$ cat src/rtl/fma_line_packer_pkg.sv
// Shared GPU definitions: default FMA result geometry and line derivation helpers.
package fma_line_packer_pkg;

  localparam int DEF_FMA_COUNT  = 2;
  localparam int DEF_WORD_WIDTH = 16;
  localparam int DEF_LINE_WIDTH = 96;

  // Words per packed memory line.
  function automatic int calc_wpl(input int line_w, input int word_w);
    return line_w / word_w;
  endfunction

  // FMA groups (one word from every lane) per packed memory line.
  function automatic int calc_gpl(input int line_w, input int word_w, input int fma_cnt);
    return (line_w / word_w) / fma_cnt;
  endfunction

endpackage

$ cat src/rtl/fma_line_packer_line_fifo.sv
// Completed-line queue: ready/valid FIFO with a combinational head and
// push-while-full allowed when the head is popped in the same cycle.
module line_fifo #(
  parameter int WIDTH = 8,
  parameter int DEPTH = 4
) (
  input  logic                       clk_in,
  input  logic                       rst_in,
  input  logic                       wr_valid_in,
  input  logic [WIDTH-1:0]           wr_data_in,
  output logic                       wr_ready_out,
  output logic                       wr_drop_out,
  output logic                       rd_valid_out,
  output logic [WIDTH-1:0]           rd_data_out,
  input  logic                       rd_ready_in,
  output logic [$clog2(DEPTH+1)-1:0] count_out
);

  localparam int PTR_W = (DEPTH > 1) ? $clog2(DEPTH) : 1;
  localparam int CNT_W = $clog2(DEPTH + 1);

  logic [WIDTH-1:0] mem_q [DEPTH];
  logic [PTR_W-1:0] rd_ptr_q, rd_ptr_d;
  logic [PTR_W-1:0] wr_ptr_q, wr_ptr_d;
  logic [CNT_W-1:0] count_q, count_d;
  logic             pop, push_ok, full;

  // Pointer and occupancy bookkeeping; a push into a full queue only lands
  // when the head leaves on the same edge.
  always_comb begin
    full     = (count_q == CNT_W'(DEPTH));
    pop      = (count_q != '0) && rd_ready_in;
    push_ok  = wr_valid_in && (!full || pop);
    rd_ptr_d = rd_ptr_q;
    wr_ptr_d = wr_ptr_q;
    count_d  = count_q;
    if (pop) begin
      rd_ptr_d = (rd_ptr_q == PTR_W'(DEPTH - 1)) ? '0 : rd_ptr_q + PTR_W'(1);
    end
    if (push_ok) begin
      wr_ptr_d = (wr_ptr_q == PTR_W'(DEPTH - 1)) ? '0 : wr_ptr_q + PTR_W'(1);
    end
    case ({push_ok, pop})
      2'b10:   count_d = count_q + CNT_W'(1);
      2'b01:   count_d = count_q - CNT_W'(1);
      default: count_d = count_q;
    endcase
  end

  // Control state, cleared asynchronously so queued lines vanish on reset.
  always_ff @(posedge clk_in or posedge rst_in) begin
    if (rst_in) begin
      rd_ptr_q <= '0;
      wr_ptr_q <= '0;
      count_q  <= '0;
    end else begin
      rd_ptr_q <= rd_ptr_d;
      wr_ptr_q <= wr_ptr_d;
      count_q  <= count_d;
    end
  end

  // Line storage; contents are only visible through the gated head below.
  always_ff @(posedge clk_in) begin
    if (push_ok) begin
      mem_q[wr_ptr_q] <= wr_data_in;
    end
  end

  assign wr_ready_out = !full;
  assign wr_drop_out  = wr_valid_in && full && !pop;
  assign rd_valid_out = (count_q != '0);
  assign rd_data_out  = (count_q != '0) ? mem_q[rd_ptr_q] : '0;
  assign count_out    = count_q;

endmodule

$ cat src/rtl/fma_line_packer.sv
// Gathers per-lane FMA result words into groups, packs groups into memory
// lines (slot 0 in the MSBs) and queues finished or flushed lines.
module fma_line_packer
  import fma_line_packer_pkg::*;
#(
  parameter int FMA_COUNT  = DEF_FMA_COUNT,
  parameter int WORD_WIDTH = DEF_WORD_WIDTH,
  parameter int LINE_WIDTH = DEF_LINE_WIDTH,
  parameter int DEPTH      = 4
) (
  input  logic                                       clk_in,
  input  logic                                       rst_in,
  input  logic [FMA_COUNT*WORD_WIDTH-1:0]            fma_out_in,
  input  logic [FMA_COUNT-1:0]                       fma_valid_in,
  input  logic                                       flush_in,
  input  logic                                       clear_errors_in,
  output logic [LINE_WIDTH-1:0]                      line_out,
  output logic [$clog2(LINE_WIDTH/WORD_WIDTH):0]     line_words_out,
  output logic                                       line_valid_out,
  input  logic                                       line_ready_in,
  output logic                                       fma_ready_out,
  output logic [$clog2(DEPTH+1)-1:0]                 count_out,
  output logic                                       overflow_out,
  output logic                                       collision_out
);

  localparam int WPL    = calc_wpl(LINE_WIDTH, WORD_WIDTH);
  localparam int GPL    = calc_gpl(LINE_WIDTH, WORD_WIDTH, FMA_COUNT);
  localparam int LWW    = $clog2(WPL) + 1;
  localparam int GRP_W  = FMA_COUNT * WORD_WIDTH;
  localparam int SLOT_W = (GPL > 1) ? $clog2(GPL) : 1;

  if (((LINE_WIDTH % WORD_WIDTH) != 0) || ((WPL % FMA_COUNT) != 0)) begin : g_bad_geometry
    $error("fma_line_packer: line must hold a whole number of words and of FMA groups");
  end

  logic [FMA_COUNT-1:0]  hold_q, hold_d;
  logic [GRP_W-1:0]      hold_data_q, hold_data_d;
  logic [SLOT_W-1:0]     slot_q, slot_d;
  logic                  flush_pend_q, flush_pend_d;
  logic [LINE_WIDTH-1:0] asm_q, asm_d;
  logic                  push_vld_q, push_vld_d;
  logic [LINE_WIDTH-1:0] push_line_q, push_line_d;
  logic [LWW-1:0]        push_words_q, push_words_d;
  logic                  collision_q, collision_d;
  logic                  overflow_q, overflow_d;
  logic [FMA_COUNT-1:0]  capture, clash;
  logic                  group_done;
  logic                  fifo_drop;
  logic [LWW+LINE_WIDTH-1:0] fifo_head;

  // Lane capture, group completion, slot assembly and flush; a finished or
  // flushed line is staged one cycle in push_* before entering the queue.
  always_comb begin
    capture     = fma_valid_in & ~hold_q;
    clash       = fma_valid_in & hold_q;
    hold_data_d = hold_data_q;
    for (int i = 0; i < FMA_COUNT; i++) begin
      if (capture[i]) begin
        hold_data_d[i*WORD_WIDTH +: WORD_WIDTH] = fma_out_in[i*WORD_WIDTH +: WORD_WIDTH];
      end
    end
    group_done   = &(hold_q | capture);
    hold_d       = group_done ? '0 : (hold_q | capture);
    slot_d       = slot_q;
    asm_d        = asm_q;
    push_vld_d   = 1'b0;
    push_line_d  = push_line_q;
    push_words_d = push_words_q;
    // A flush that meets a completing group waits one cycle.
    flush_pend_d = flush_pend_q | flush_in;
    if (group_done) begin
      asm_d[LINE_WIDTH-1 - int'(slot_q)*GRP_W -: GRP_W] = hold_data_d;
      if (slot_q == SLOT_W'(GPL - 1)) begin
        push_vld_d   = 1'b1;
        push_line_d  = asm_d;
        push_words_d = LWW'(WPL);
        slot_d       = '0;
      end else begin
        slot_d = slot_q + SLOT_W'(1);
      end
    end else if (flush_pend_d) begin
      flush_pend_d = 1'b0;
      if (slot_q != '0) begin
        push_vld_d  = 1'b1;
        push_line_d = asm_q;
        // Unfilled slots may hold stale data from before a reset; zero them.
        for (int s = 0; s < GPL; s++) begin
          if (s >= int'(slot_q)) begin
            push_line_d[LINE_WIDTH-1 - s*GRP_W -: GRP_W] = '0;
          end
        end
        push_words_d = LWW'(int'(slot_q) * FMA_COUNT);
        slot_d       = '0;
      end
    end
    // Sticky errors: a new error on the clearing cycle still registers.
    collision_d = clear_errors_in ? 1'b0 : collision_q;
    if (|clash) begin
      collision_d = 1'b1;
    end
    overflow_d = clear_errors_in ? 1'b0 : overflow_q;
    if (fifo_drop) begin
      overflow_d = 1'b1;
    end
  end

  // Control state, asynchronously cleared; partial groups and lines are discarded.
  always_ff @(posedge clk_in or posedge rst_in) begin
    if (rst_in) begin
      hold_q       <= '0;
      slot_q       <= '0;
      flush_pend_q <= 1'b0;
      push_vld_q   <= 1'b0;
      collision_q  <= 1'b0;
      overflow_q   <= 1'b0;
    end else begin
      hold_q       <= hold_d;
      slot_q       <= slot_d;
      flush_pend_q <= flush_pend_d;
      push_vld_q   <= push_vld_d;
      collision_q  <= collision_d;
      overflow_q   <= overflow_d;
    end
  end

  // Data path registers; qualified by the control state above.
  always_ff @(posedge clk_in) begin
    hold_data_q  <= hold_data_d;
    asm_q        <= asm_d;
    push_line_q  <= push_line_d;
    push_words_q <= push_words_d;
  end

  line_fifo #(
    .WIDTH (LWW + LINE_WIDTH),
    .DEPTH (DEPTH)
  ) u_line_fifo (
    .clk_in       (clk_in),
    .rst_in       (rst_in),
    .wr_valid_in  (push_vld_q),
    .wr_data_in   ({push_words_q, push_line_q}),
    .wr_ready_out (fma_ready_out),
    .wr_drop_out  (fifo_drop),
    .rd_valid_out (line_valid_out),
    .rd_data_out  (fifo_head),
    .rd_ready_in  (line_ready_in),
    .count_out    (count_out)
  );

  assign line_out       = fifo_head[LINE_WIDTH-1:0];
  assign line_words_out = fifo_head[LWW+LINE_WIDTH-1 -: LWW];
  assign overflow_out   = overflow_q;
  assign collision_out  = collision_q;

endmodule

$ cat config.mk
export PLATFORM = sky130hd
export DESIGN_NAME = fma_line_packer
export DESIGN_NICKNAME = d
export VERILOG_FILES = /design/src/rtl/fma_line_packer_pkg.sv /design/src/rtl/fma_line_packer_line_fifo.sv /design/src/rtl/fma_line_packer.sv
export SDC_FILE = /design/constraint.sdc
export NUM_CORES = 1
export LEC_CHECK = 0
export BUFFER_PORTS_ARGS = -buffer_cell sky130_fd_sc_hd__buf_2
export CAP_MARGIN = 5
export CORE_ASPECT_RATIO = 1.1
export CORE_MARGIN = 3
export CORE_UTILIZATION = 30
export CTS_BUF_LIST = sky130_fd_sc_hd__clkbuf_2
export DETAILED_ROUTE_END_ITERATION = 6
export HOLD_SLACK_MARGIN = 0.06
export PLACE_DENSITY = 0.56
export SKIP_CTS_REPAIR_TIMING = 1
export SYNTH_ARGS = -nofsm -noshare
export SYNTH_HDL_FRONTEND = slang
export SYNTH_SLANG_ARGS = --single-unit
export TNS_END_PERCENT = 100
$ cat constraint.sdc
create_clock -name clk_in -period 6.56 [get_ports clk_in]
set_clock_uncertainty 0.05 [all_clocks]
set_input_delay 1.312 -clock clk_in [delete_from_list [all_inputs] [get_ports clk_in]]
set_output_delay 1.312 -clock clk_in [all_outputs]
set_load 0.005 [all_outputs]
==> results.md, run 1 <==
- Ys flop type: edfxtp_1
- Die Span Y: 308 um
- Clk pwr share: 0.209
- Crit path launch type: flop
- Combinational power share: 0.295
- Site row count: between 100 and 150
- Slew Limit Headroom: 0.171
- Crit path time final: 5.24 ns
- RSZ-0062 raised after global routing: false
- Initial antenna violation count: 7
- First-pass detailed-route iteration total: 5
- Worst min-delay path category: input pin to flop
- Dpl ws: 2.28 ns
- Max stage delay on crit path: 1.15 ns
- Synth Area in Adders: 0.00734
- Top post-synthesis cells by area: edfxtp_1, mux4_2, dfxtp_1
- Max Fanout on Critical Path: 47
- Commonest cells in the netlist: edfxtp_1, inv_1, and2_1, mux4_2, o22ai_1
- Vias in the first global route: ~14000
- Internal power: 8.73 mW
- Total power: about 13 mW
- Post-synth ARST share: 0.0237
- Mapped Cells: 1361
- Arr. time, crit path: 3.88 ns
- Root buf cell: clkbuf_2
- DP HPWL: roughly 35000 um
- Ratio of total power to cell area: 461 nW/um^2
- Ys Warns: 0
- Leak: 10.1 nW
- Residual DRC: 0
- Setup CP Type: flop to primary output
- IO Port Bufs: between 100 and 150
- Setup tns final: 0 ns
- Switch share: 0.334
- Total number of vias: approximately 13000
- Final Cycle Share: 0.799
- First-pass GRT wire length: 88300 um
- Net Switching: 4.37 mW
- Worst EP required: about 5.2 ns
- Avg Cell Area, Syn: roughly 18 sq um
- Post-synthesis xor/xnor area fraction: 0.000704
- Hold Vio Cnt, Final: 0
- Final ANT Viol Nets: 0
- Count leader, synth: edfxtp_1
- Clock Tree Buf Depth: 3
- Status: finished, final reports clean
- Final setup fails: 0
- Remaining global-route overflow: 0
- Synth Area in Simple Gates: 0.0329
- Avg Vias per Cell: roughly 4.7
- Slew Limit Fails: 0
- GPL Wtd Cong: about 0.74
- Layout Utilization: 0.347
- Fmax: 0.191 GHz
- Combinational family with the most area after synthesis: multiplexers
- Die Area: between 80000 and 90000 sq um
- CORE AREA: just over 80000 sq um
- Critical path destination: line_out[66]
- CP endpoint kind: primary output
- EDFF count, synth: 586
- Compound-gate portion of the synthesized area: 0.0695
- Crit path buf inv count: 2
- Yosys top cell by area: edfxtp_1
- Sequential Power Share: 0.496
- First DRT Iteration DRCs: ~960
- R2R setup slack: 3.11 ns
- Largest net degree at the start of global routing: 66
- Die X: 281 um
- Fill cells: 7938
- R2r worst-path depth: 7
- Avg WL per Cell: between 20 and 25 um
- Top-area cell type share of the netlist area: 0.707
- Top-level I/O count: 146
- Total Routed Length: 59500 um
- GR Util All Layers: 0.139
- Critical path, cell by cell: buf_4, mux4_2, and2_1, buf_2
- Hold depth: 2
- Initial Utilization: 0.303
- Peak supply drop: 0.265 mV
- Sequential element share of the synthesized area: 0.748
- Critical Path Stages: 4
- Worst-Skew Late Latency: 1.31 ns
- Worst setup startpoint: u_line_fifo.rd_ptr_q[0]
- Share of cells above drive strength 1: 0.330
- Slew @ Worst Pin: roughly 1.2 ns
- Post-synthesis mux area share: 0.105
- Worst hold margin: between 0.2 and 0.25 ns
- Synthesized flop and latch total: 633
- Max cap viols: 0
- Setup ws final: 1.32 ns
- Slowest cell on the critical path: dfrtp_4
- Cell class contributing the biggest share of worst-path delay: flip-flops
- Syn Std Cell Area: 24900 sq um
- Total CTS buffers: roughly 160
- Netlist cell types: between 40 and 50
- Post-layout nets: approximately 1700
- Clk slew on worst S/H paths: 0.10 ns
- Synth-to-Final Area Change: 14.2%
- Reg-to-reg endpoint: push_line_q[69]
- H-tree depth: 4
- Clock sink count: 633
- CTS tree: built
- Worst flop-to-flop path startpoint: slot_q[0]
worst min-delay path by stage:
stage | from | to
after floorplan | push_line_q[0] | u_line_fifo.mem_q[0][0]
after global placement | push_line_q[93] | u_line_fifo.mem_q[3][93]
after detailed placement | push_line_q[34] | u_line_fifo.mem_q[2][34]
after CTS | rst_in | u_line_fifo.wr_ptr_q[0]
after global routing | clear_errors_in | overflow_out
final | clear_errors_in | overflow_out
registers in the layout, indices dropped and copies added, names as in the netlist:
signal,flops
u_line_fifo.mem_q,392
asm_q,96
push_line_q,96
hold_data_q,32
u_line_fifo.count_out,3
hold_q,2
push_words_q,2
slot_q,2
u_line_fifo.rd_ptr_q,2
u_line_fifo.wr_ptr_q,2
collision_out,1
flush_pend_q,1
overflow_out,1
push_vld_q,1
stage by stage:
stage                     area, sq um  std cells
after floorplan                 24900       1362
after global placement          26900       2514
after detailed placement        26900       2514
after CTS                       28400       2789
after global routing            28400       2794
final                           28400       2798
final cells by class:
cell class	instances	area, sq um	share of cell area
Multi-Input combinational cell	501	5440	0.191
Clock inverter	42	348	0.0122
Sequential cell	633	18600	0.655
Clock buffer	233	1170	0.0410
Timing Repair Buffer	175	971	0.0341
Antenna cell	8	20.0	0.000704
Inverter	142	534	0.0188
Tap cell	1064	1330	0.0468
layout by cell type (no fill, tap or decap), drive strengths merged, types with 2 or more instances in the layout:
master | synthesis | layout
dfrtp | 15 | 15
ha | 13 | 13
clkbuf | 56 | 233
or2 | 3 | 3
nand2 | 7 | 7
inv | 142 | 144
o21ai | 3 | 3
clkinv | 0 | 32
buf | 30 | 174
conb | 1 | 2
mux4 | 98 | 98
mux2 | 4 | 4
dfxtp | 32 | 32
a21oi | 2 | 2
nor2b | 3 | 3
a22o | 2 | 2
o2bb2ai | 96 | 96
clkinvlp | 0 | 2
o22ai | 97 | 97
edfxtp | 586 | 586
o21a | 2 | 2
or3b | 2 | 2
and2 | 102 | 102
diode | 0 | 8
nor2 | 9 | 9
bufinv | 0 | 6
mux2i | 36 | 36
power groups by stage:
stage | sequential (mW) | clock [mW] | combinational (mW)
2_1_floorplan | 6.24 | 0 | 2.60
3_3_place_gp | 6.56 | 0 | 3.98
3_5_place_dp | 6.62 | 0 | 4.00
4_1_cts | 6.53 | 2.87 | 4.02
5_1_grt | 6.63 | 3.07 | 4.25
6_report | 6.50 | 2.74 | 3.86
cells by family (layout without fill, tap and decap cells):
family / count (synthesis) / count (layout)
buf+inv: 228 / 592
xor+xnor: 2 / 2
other cells: 1 / 10
compound gates: 210 / 210
fa+ha+maj: 14 / 14
simple gates: 135 / 135
flops: 633 / 633
mux: 138 / 138
metal layers:
metal	vias up	GRT usage	routed length, um
li1	5916	-	-
met1	6670	0.173	24900
met2	388	0.231	30000
met3	91	0.0385	3430
met4	0	0.0506	1120
met5	-	0	0
Power figures use the tool's default switching activity.
==> inputs of run 2 (changes only) <==
--- a/config.mk
+++ b/config.mk
@@ -5,6 +5,7 @@
 export SDC_FILE = /design/constraint.sdc
 export NUM_CORES = 1
 export LEC_CHECK = 0
+export ABC_AREA = 1
 export BUFFER_PORTS_ARGS = -buffer_cell sky130_fd_sc_hd__buf_2
 export CAP_MARGIN = 5
 export CORE_ASPECT_RATIO = 1.1
==> constraint.sdc (replaced) <==
create_clock -name clk_in -period 4.8 [get_ports clk_in]
set_clock_uncertainty 0.05 [all_clocks]
set_input_delay 0.96 -clock clk_in [delete_from_list [all_inputs] [get_ports clk_in]]
set_output_delay 0.96 -clock clk_in [all_outputs]
set_load 0.005 [all_outputs]
==> run 2 against run 1 <==
Final cell count is 33% higher. Sequential share of layout area decreased by 2.6 points. Via count rose by 36%.
==> results.md, run 2 <==
- Syn Std Cell Area: 26000 sq um (was 24900 sq um)
- Design Area, Final: 29600 sq um (was 28400 sq um)
- Share of cells above drive strength 1: 0.192 (was 0.330)
- Top post-synthesis cells by area: edfxtp_1, nand2_1, nor2_1 (was edfxtp_1, mux4_2, dfxtp_1)
- Slew Limit Fails: 0 (unchanged)
- Yosys top cell by area: edfxtp_1 (unchanged)
- Remaining global-route overflow: 0 (unchanged)
- Total number of vias: 17757 (was 13065)
- Leading cell type in the layout, fill and taps excluded: edfxtp_1 (unchanged)
- H-tree depth: 4 (unchanged)
- Total power: 19.1 mW (was 13.1 mW)
- Top-area cell type share of the netlist area: 0.676 (was 0.707)
- Die X: 287 um (was 281 um)
- Most frequent cells in the layout: edfxtp_1, nand2_1, nor2_1 (was edfxtp_1, clkbuf_2, buf_2)
- Ys Warns: 0 (unchanged)
- First-pass detailed-route iteration total: 6 (was 5)
- Avg WL per Cell: 18.8 um (was 21.2 um)
- Clk slew on worst S/H paths: 0.11 ns (was 0.10 ns)
- Avg Vias per Cell: 4.76 (was 4.67)
- Clock Tree Buf Depth: 3 (unchanged)
- Setup tns final: 0 ns (unchanged)
- Max Fanout on Critical Path: 198 (was 47)
- DP HPWL: 41000 um (was 35400 um)
- Post-synth ARST share: 0.0237 (unchanged)
- EDFF count, synth: 586 (unchanged)
- Setup ws final: 0.233 ns (was 1.32 ns)
- Worst-Skew Late Latency: 1.27 ns (was 1.31 ns)
- Netlist cell types: 33 (was 47)
- IO Port Bufs: 143 (unchanged)
- Final ANT Viol Nets: 0 (unchanged)
- Synthesized flop and latch total: 633 (unchanged)
- Sequential element share of the synthesized area: 0.715 (was 0.748)
- Slew @ Worst Pin: 1.30 ns (was 1.22 ns)
- Setup CP Type: flop to primary output (unchanged)
- Clock sink count: 633 (unchanged)
- Total CTS buffers: 157 (was 159)
- Dpl ws: 1.25 ns (was 2.28 ns)
- First-pass GRT wire length: 104000 um (was 88300 um)
- Top flop regs: u_line_fifo.mem_q x392, asm_q x96, push_line_q x96 (unchanged)
- Crit path launch type: flop (unchanged)
- Post-layout nets: 2520 (was 1665)
- Fmax: 0.219 GHz
- Footprint of the multi-input gates: 6550 sq um (was 5440 sq um)
- Initial Utilization: 0.305 (was 0.303)
- Worst hold margin: 0.299 ns (was 0.213 ns)
- Top reg by flops: u_line_fifo.mem_q (unchanged)
- Worst EP required: 3.79 ns (was 5.20 ns)
- Top-level I/O count: 146 (unchanged)
- GR Util All Layers: 0.153 (was 0.139)
- Worst min-delay path category: input pin to asynchronous set/reset pin (was input pin to flop)
- Mapped Cells: 2243 (was 1361)
- Site row count: 112 (was 110)
- Synth-to-Final Area Change: 13.8% (was 14.2%)
- Crit path time final: roughly 4.6 ns
- Slew Limit Headroom: 0.136 (was 0.171)
- Die Span Y: 315 um (was 308 um)
- Fill cells: 8487 (was 7938)
- RSZ-0062 raised after global routing: false (unchanged)
- Initial antenna violation count: 1 (was 7)
- CORE AREA: 85500 sq um (was 82000 sq um)
- Commonest cells in the netlist: edfxtp_1, nand2_1, nor2_1, o21ai_0, nand3_1 (was edfxtp_1, inv_1, and2_1, mux4_2, o22ai_1)
- Max cap viols: 0 (unchanged)
- Residual DRC: 0 (unchanged)
- Count leader, synth: edfxtp_1 (unchanged)
- Largest net degree at the start of global routing: 199 (was 66)
- Arr. time, crit path: 3.56 ns (was 3.88 ns)
- Final setup fails: 0 (unchanged)
- Max reg flops: 392 (unchanged)
- CTS tree: built (unchanged)
- Avg Cell Area, Syn: 11.6 sq um (was 18.3 sq um)
- First DRT Iteration DRCs: 1569 (was 959)
- Final Cycle Share: 0.951
- FF+latch area: 18600 sq um (unchanged)
- Hold Vio Cnt, Final: 0 (unchanged)
- Root buf cell: clkbuf_2 (unchanged)
- Ratio of total power to cell area: 646 nW/um^2 (was 461 nW/um^2)
- Die Area: 90400 sq um (was 86500 sq um)
- GPL Wtd Cong: 0.783 (was 0.738)
- Vias in the first global route: 17323 (was 13988)
- DP Area: 27700 sq um (was 26900 sq um)
- CP endpoint kind: primary output (unchanged)
- Ys flop type: edfxtp_1 (unchanged)
- Peak supply drop: 0.414 mV (was 0.265 mV)
- Leak: 11.3 nW (was 10.1 nW)
- Status: finished, final reports clean (unchanged)
- Total Routed Length: 70000 um (was 59500 um)
## run 2: changes by cell type after synthesis, moves of 36 or more
cell | before | now
and2_1 | 102 | 0
mux4_2 | 98 | 0
a21oi_1 | 2 | 106
inv_1 | 142 | 20
o22ai_1 | 97 | 2
o2bb2ai_1 | 71 | 1
nand3_1 | 1 | 122
nor2_1 | 9 | 405
nand4_1 | 0 | 65
o21ai_0 | 3 | 196
nand2_1 | 7 | 437
mux2i_1 | 36 | 0
## run 2: final timing paths
path | startpoint | endpoint | slack (ns) | cells after the start
worst max-delay path | u_line_fifo.rd_ptr_q[0] | line_out[92] | 0.23 | 6
worst min-delay path | rst_in | flush_pend_q | 0.30 | 3
worst max register to register | slot_q[0] | push_line_q[19] | 1.72 | 8
worst min register to register | push_line_q[36] | u_line_fifo.mem_q[0][36] | 0.43 | 0
max in group asynchronous | rst_in | u_line_fifo.rd_ptr_q[1] | 3.79 | 3
min in group clk_in | push_line_q[36] | u_line_fifo.mem_q[0][36] | 0.43 | 0
## run 2: final cells by class
| class | instances | area share |
|---|---|---|
| Clock inverter | 54 | 0.0119 |
| Clock buffer | 225 | 0.0380 |
| Tap cell | 1140 | 0.0482 |
| Timing Repair Buffer | 214 | 0.0478 |
| Antenna cell | 1 | 0.0000845 |
| Multi-Input combinational cell | 1431 | 0.221 |
| Sequential cell | 633 | 0.629 |
| Inverter | 30 | 0.00439 |
## run 2: stage by stage
step / instances / util
finish: 3728 / 0.346
global route: 3728 / 0.346
CTS: 3682 / 0.341
detailed placement: 3403 / 0.324
global placement: 3403 / 0.324
floorplan: 2244 / -
## run 2: critical path, cell delays in order, from the launching register on
cell,delay (ns)
dfrtp_4,0.46
buf_12,0.43
nor2_1,0.12
nor2_1,0.12
o21ai_0,0.08
a21oi_1,0.38
buf_2,0.19
## run 2: layer usage
metal,track usage,share of wire,vias up
met5,0,0,-
met4,0.0484,0.018,0
met3,0.0375,0.062,90
met2,0.253,0.49,586
met1,0.196,0.42,8686
li1,-,-,8395
## run 2: where the power goes
part	switching (mW)	internal, mW	leakage [nW]
Combinational	4.49	1.87	4.22
Sequential	0.809	8.28	5.94
Clock	2.18	1.49	1.09
## run 2: cells by family after synthesis
group,share of synthesized area
AO/OA/AOI/OAI,0.0694
adder cells (fa/ha/maj),0.00702
buffers and inverters,0.0358
flip-flops,0.715
other,0.000144
AND/OR/NAND/NOR,0.173
==> inputs of run 3 (changes only) <==
--- a/config.mk
+++ b/config.mk
@@ -14,7 +14,7 @@
 export CTS_BUF_LIST = sky130_fd_sc_hd__clkbuf_2
 export DETAILED_ROUTE_END_ITERATION = 6
 export HOLD_SLACK_MARGIN = 0.06
-export PLACE_DENSITY = 0.56
+export PLACE_DENSITY = 0.54
 export SKIP_CTS_REPAIR_TIMING = 1
 export SYNTH_ARGS = -nofsm -noshare
 export SYNTH_HDL_FRONTEND = slang
==> constraint.sdc (replaced) <==
create_clock -name clk_in -period 5.5 [get_ports clk_in]
set_clock_uncertainty 0.05 [all_clocks]
set_input_delay 1.1 -clock clk_in [delete_from_list [all_inputs] [get_ports clk_in]]
set_output_delay 1.1 -clock clk_in [all_outputs]
set_load 0.005 [all_outputs]
==> run 3 against run 2 <==
Hold slack lost 0.074 ns. Register-to-register slack gained 0.46 ns. Design area shrank 0.95%. Power shrank 13%. Core utilization shrank 0.33 points. Sequential share of layout area grew 0.60 points.
==> results.md, run 3 (same netlist as run 2, synthesis figures left out) <==
- First-pass GRT wire length: 106000 um (was 104000 um)
- Hold Vio Cnt, Final: 0 (unchanged)
- Max cap viols: 0 (unchanged)
- Arr. time, crit path: 3.63 ns (was 3.56 ns)
- Slew @ Worst Pin: 1.24 ns (was 1.30 ns)
- CORE AREA: 85500 sq um (unchanged)
- IO Port Bufs: 143 (unchanged)
- Most frequent cells in the layout: edfxtp_1, nand2_1, nor2_1 (unchanged)
- Remaining global-route overflow: 0 (unchanged)
- Fmax: around 0.21 GHz
- Setup tns final: 0 ns (unchanged)
- Worst EP required: 4.35 ns (was 3.79 ns)
- Initial antenna violation count: 2 (was 1)
- Post-Place Cells: 3410 (was 3403)
- Crit path launch type: flop (unchanged)
- Final ANT Viol Nets: 0 (unchanged)
- Leading cell type in the layout, fill and taps excluded: edfxtp_1 (unchanged)
- Total power: 16.7 mW (was 19.1 mW)
- Status: finished, final reports clean (unchanged)
- Critical path, cell by cell: inv_4, buf_12, buf_4, o21ai_0, a21oi_1, buf_2 (was buf_12, nor2_1, nor2_1, o21ai_0, a21oi_1, buf_2)
- Worst min-delay path category: input pin to flop (was input pin to asynchronous set/reset pin)
- Sequential Power Share: 0.477 (was 0.475)
- Final setup fails: 0 (unchanged)
- Setup CP Type: flop to primary output (unchanged)
- Met2 GRT Util: 0.257 (was 0.253)
- Peak supply drop: 0.412 mV (was 0.414 mV)
- Total CTS buffers: 162 (was 157)
- Initial Utilization: 0.305 (unchanged)
- Hold depth: 3
- Slew Limit Fails: 0 (unchanged)
- DP Area: 27800 sq um (was 27700 sq um)
- Top flop regs: u_line_fifo.mem_q x392, asm_q x96, push_line_q x96 (unchanged)
- Avg Vias per Cell: 4.80 (was 4.76)
- Max reg flops: 392 (unchanged)
- Slew Limit Headroom: 0.175 (was 0.136)
- Design Area, Final: 29300 sq um (was 29600 sq um)
- H-tree depth: 4 (unchanged)
- Share of cells above drive strength 1: 0.193 (was 0.192)
- Total number of vias: 17756 (was 17757)
- Max Fanout on Critical Path: 76 (was 198)
- Clock sink count: 633 (unchanged)
- Net Switching: 6.57 mW (was 7.49 mW)
- Final Cycle Share: 0.869
- Avg WL per Cell: 19.3 um (was 18.8 um)
- Crit path time final: 4.78 ns
- Finished Layout Cells: 3700 (was 3728)
- DP HPWL: 42600 um (was 41000 um)
- CP endpoint kind: primary output (unchanged)
- Clk slew on worst S/H paths: 0.11 ns (about the same)
- Top reg by flops: u_line_fifo.mem_q (unchanged)
- CTS tree: built (unchanged)
- Total Routed Length: 71300 um (was 70000 um)
- GPL Wtd Cong: 0.786 (was 0.783)
- Max stage delay on crit path: 0.68 ns (was 0.46 ns)
- Clk pwr share: 0.189 (was 0.192)
- Site row count: 112 (unchanged)
- Post-layout nets: 2502 (was 2520)
- Die Span Y: 315 um (unchanged)
- Internal power: 10.1 mW (was 11.6 mW)
- Residual DRC: 0 (unchanged)
- M3 GR Usage: 0.0453 (was 0.0375)
- First DRT Iteration DRCs: 1463 (was 1569)
- Slowest cell on the critical path: dfrtp_4 (unchanged)
- Leak: 11.2 nW (was 11.3 nW)
- Root buf cell: clkbuf_2 (unchanged)
- Ratio of total power to cell area: 570 nW/um^2 (was 646 nW/um^2)
- Switch share: 0.393 (was 0.392)
- Largest net degree at the start of global routing: 126 (was 199)
- First-pass detailed-route iteration total: 5 (was 6)
- Vias in the first global route: 17369 (was 17323)
- GRT busiest layer: met2 (unchanged)
- Combinational power share: 0.334 (was 0.333)
- Die Area: 90400 sq um (unchanged)
- Top-level I/O count: 146 (unchanged)
- R2r worst-path depth: 6 (was 8)
- Met1 usage: 0.198 (was 0.196)
- Worst-Skew Late Latency: 1.26 ns (was 1.27 ns)
- Clock Tree Buf Depth: 3 (unchanged)
- Die X: 287 um (unchanged)
- GR Util All Layers: 0.156 (was 0.153)
- Synth-to-Final Area Change: 12.7% (was 13.8%)
- RSZ-0062 raised after global routing: false (unchanged)
run 3: per-stage QoR:
stage	setup slack [ns]	hold WS, ns	util
finish	0.722	0.225	0.343
CTS	0.437	-0.273	0.341
global placement	1.47	0.413	0.325
global route	0.380	0.0663	0.343
detailed placement	1.37	0.433	0.325
floorplan	-0.395	0.391	-
run 3: final timing paths:
kind	end	slack, ns	start
max in group asynchronous	u_line_fifo.rd_ptr_q[0]	4.37	rst_in
worst min-delay path	hold_data_q[26]	0.23	fma_out_in[26]
min in group asynchronous	u_line_fifo.rd_ptr_q[1]	0.47	rst_in
worst max register to register	push_line_q[7]	2.18	hold_q[0]
worst max-delay path	line_out[7]	0.72	u_line_fifo.rd_ptr_q[0]
worst min register to register	u_line_fifo.mem_q[0][15]	0.46	push_line_q[15]
run 3: final cells by class:
| type | count | area, sq um |
|---|---|---|
| Clock buffer | 221 | 1110 |
| Antenna cell | 1 | 2.50 |
| Fill cell | 8526 | 56100 |
| Timing Repair Buffer | 191 | 1190 |
| Clock inverter | 53 | 323 |
| Tap cell | 1140 | 1430 |
| Multi-Input combinational cell | 1431 | 6550 |
| Sequential cell | 633 | 18600 |
| Inverter | 30 | 126 |
run 3: worst max-delay path, delay by kind of cell, from the launching register on:
family | cells | cell delay, ns
DFF | 1 | 0.68
AOI/OAI and AO/OA | 2 | 0.34
buffers and inverters | 4 | 1.24
run 3: power groups by stage:
| stage | combinational (mW) | sequential (mW) | clock [mW] |
|---|---|---|---|
| after CTS | 5.76 | 7.98 | 3.29 |
| after global routing | 6.30 | 8.10 | 3.57 |
| after floorplan | 3.50 | 7.80 | 0 |
| after global placement | 5.67 | 8.02 | 0 |
| final | 5.58 | 7.97 | 3.15 |
| after detailed placement | 5.74 | 8.07 | 0 |
run 3: routing by layer:
layer  vias up  part of all wire
li1       8366                 -
met1      8699              0.42
met2       581              0.49
met3       108             0.068
met4         2             0.021
met5         -           0.00018
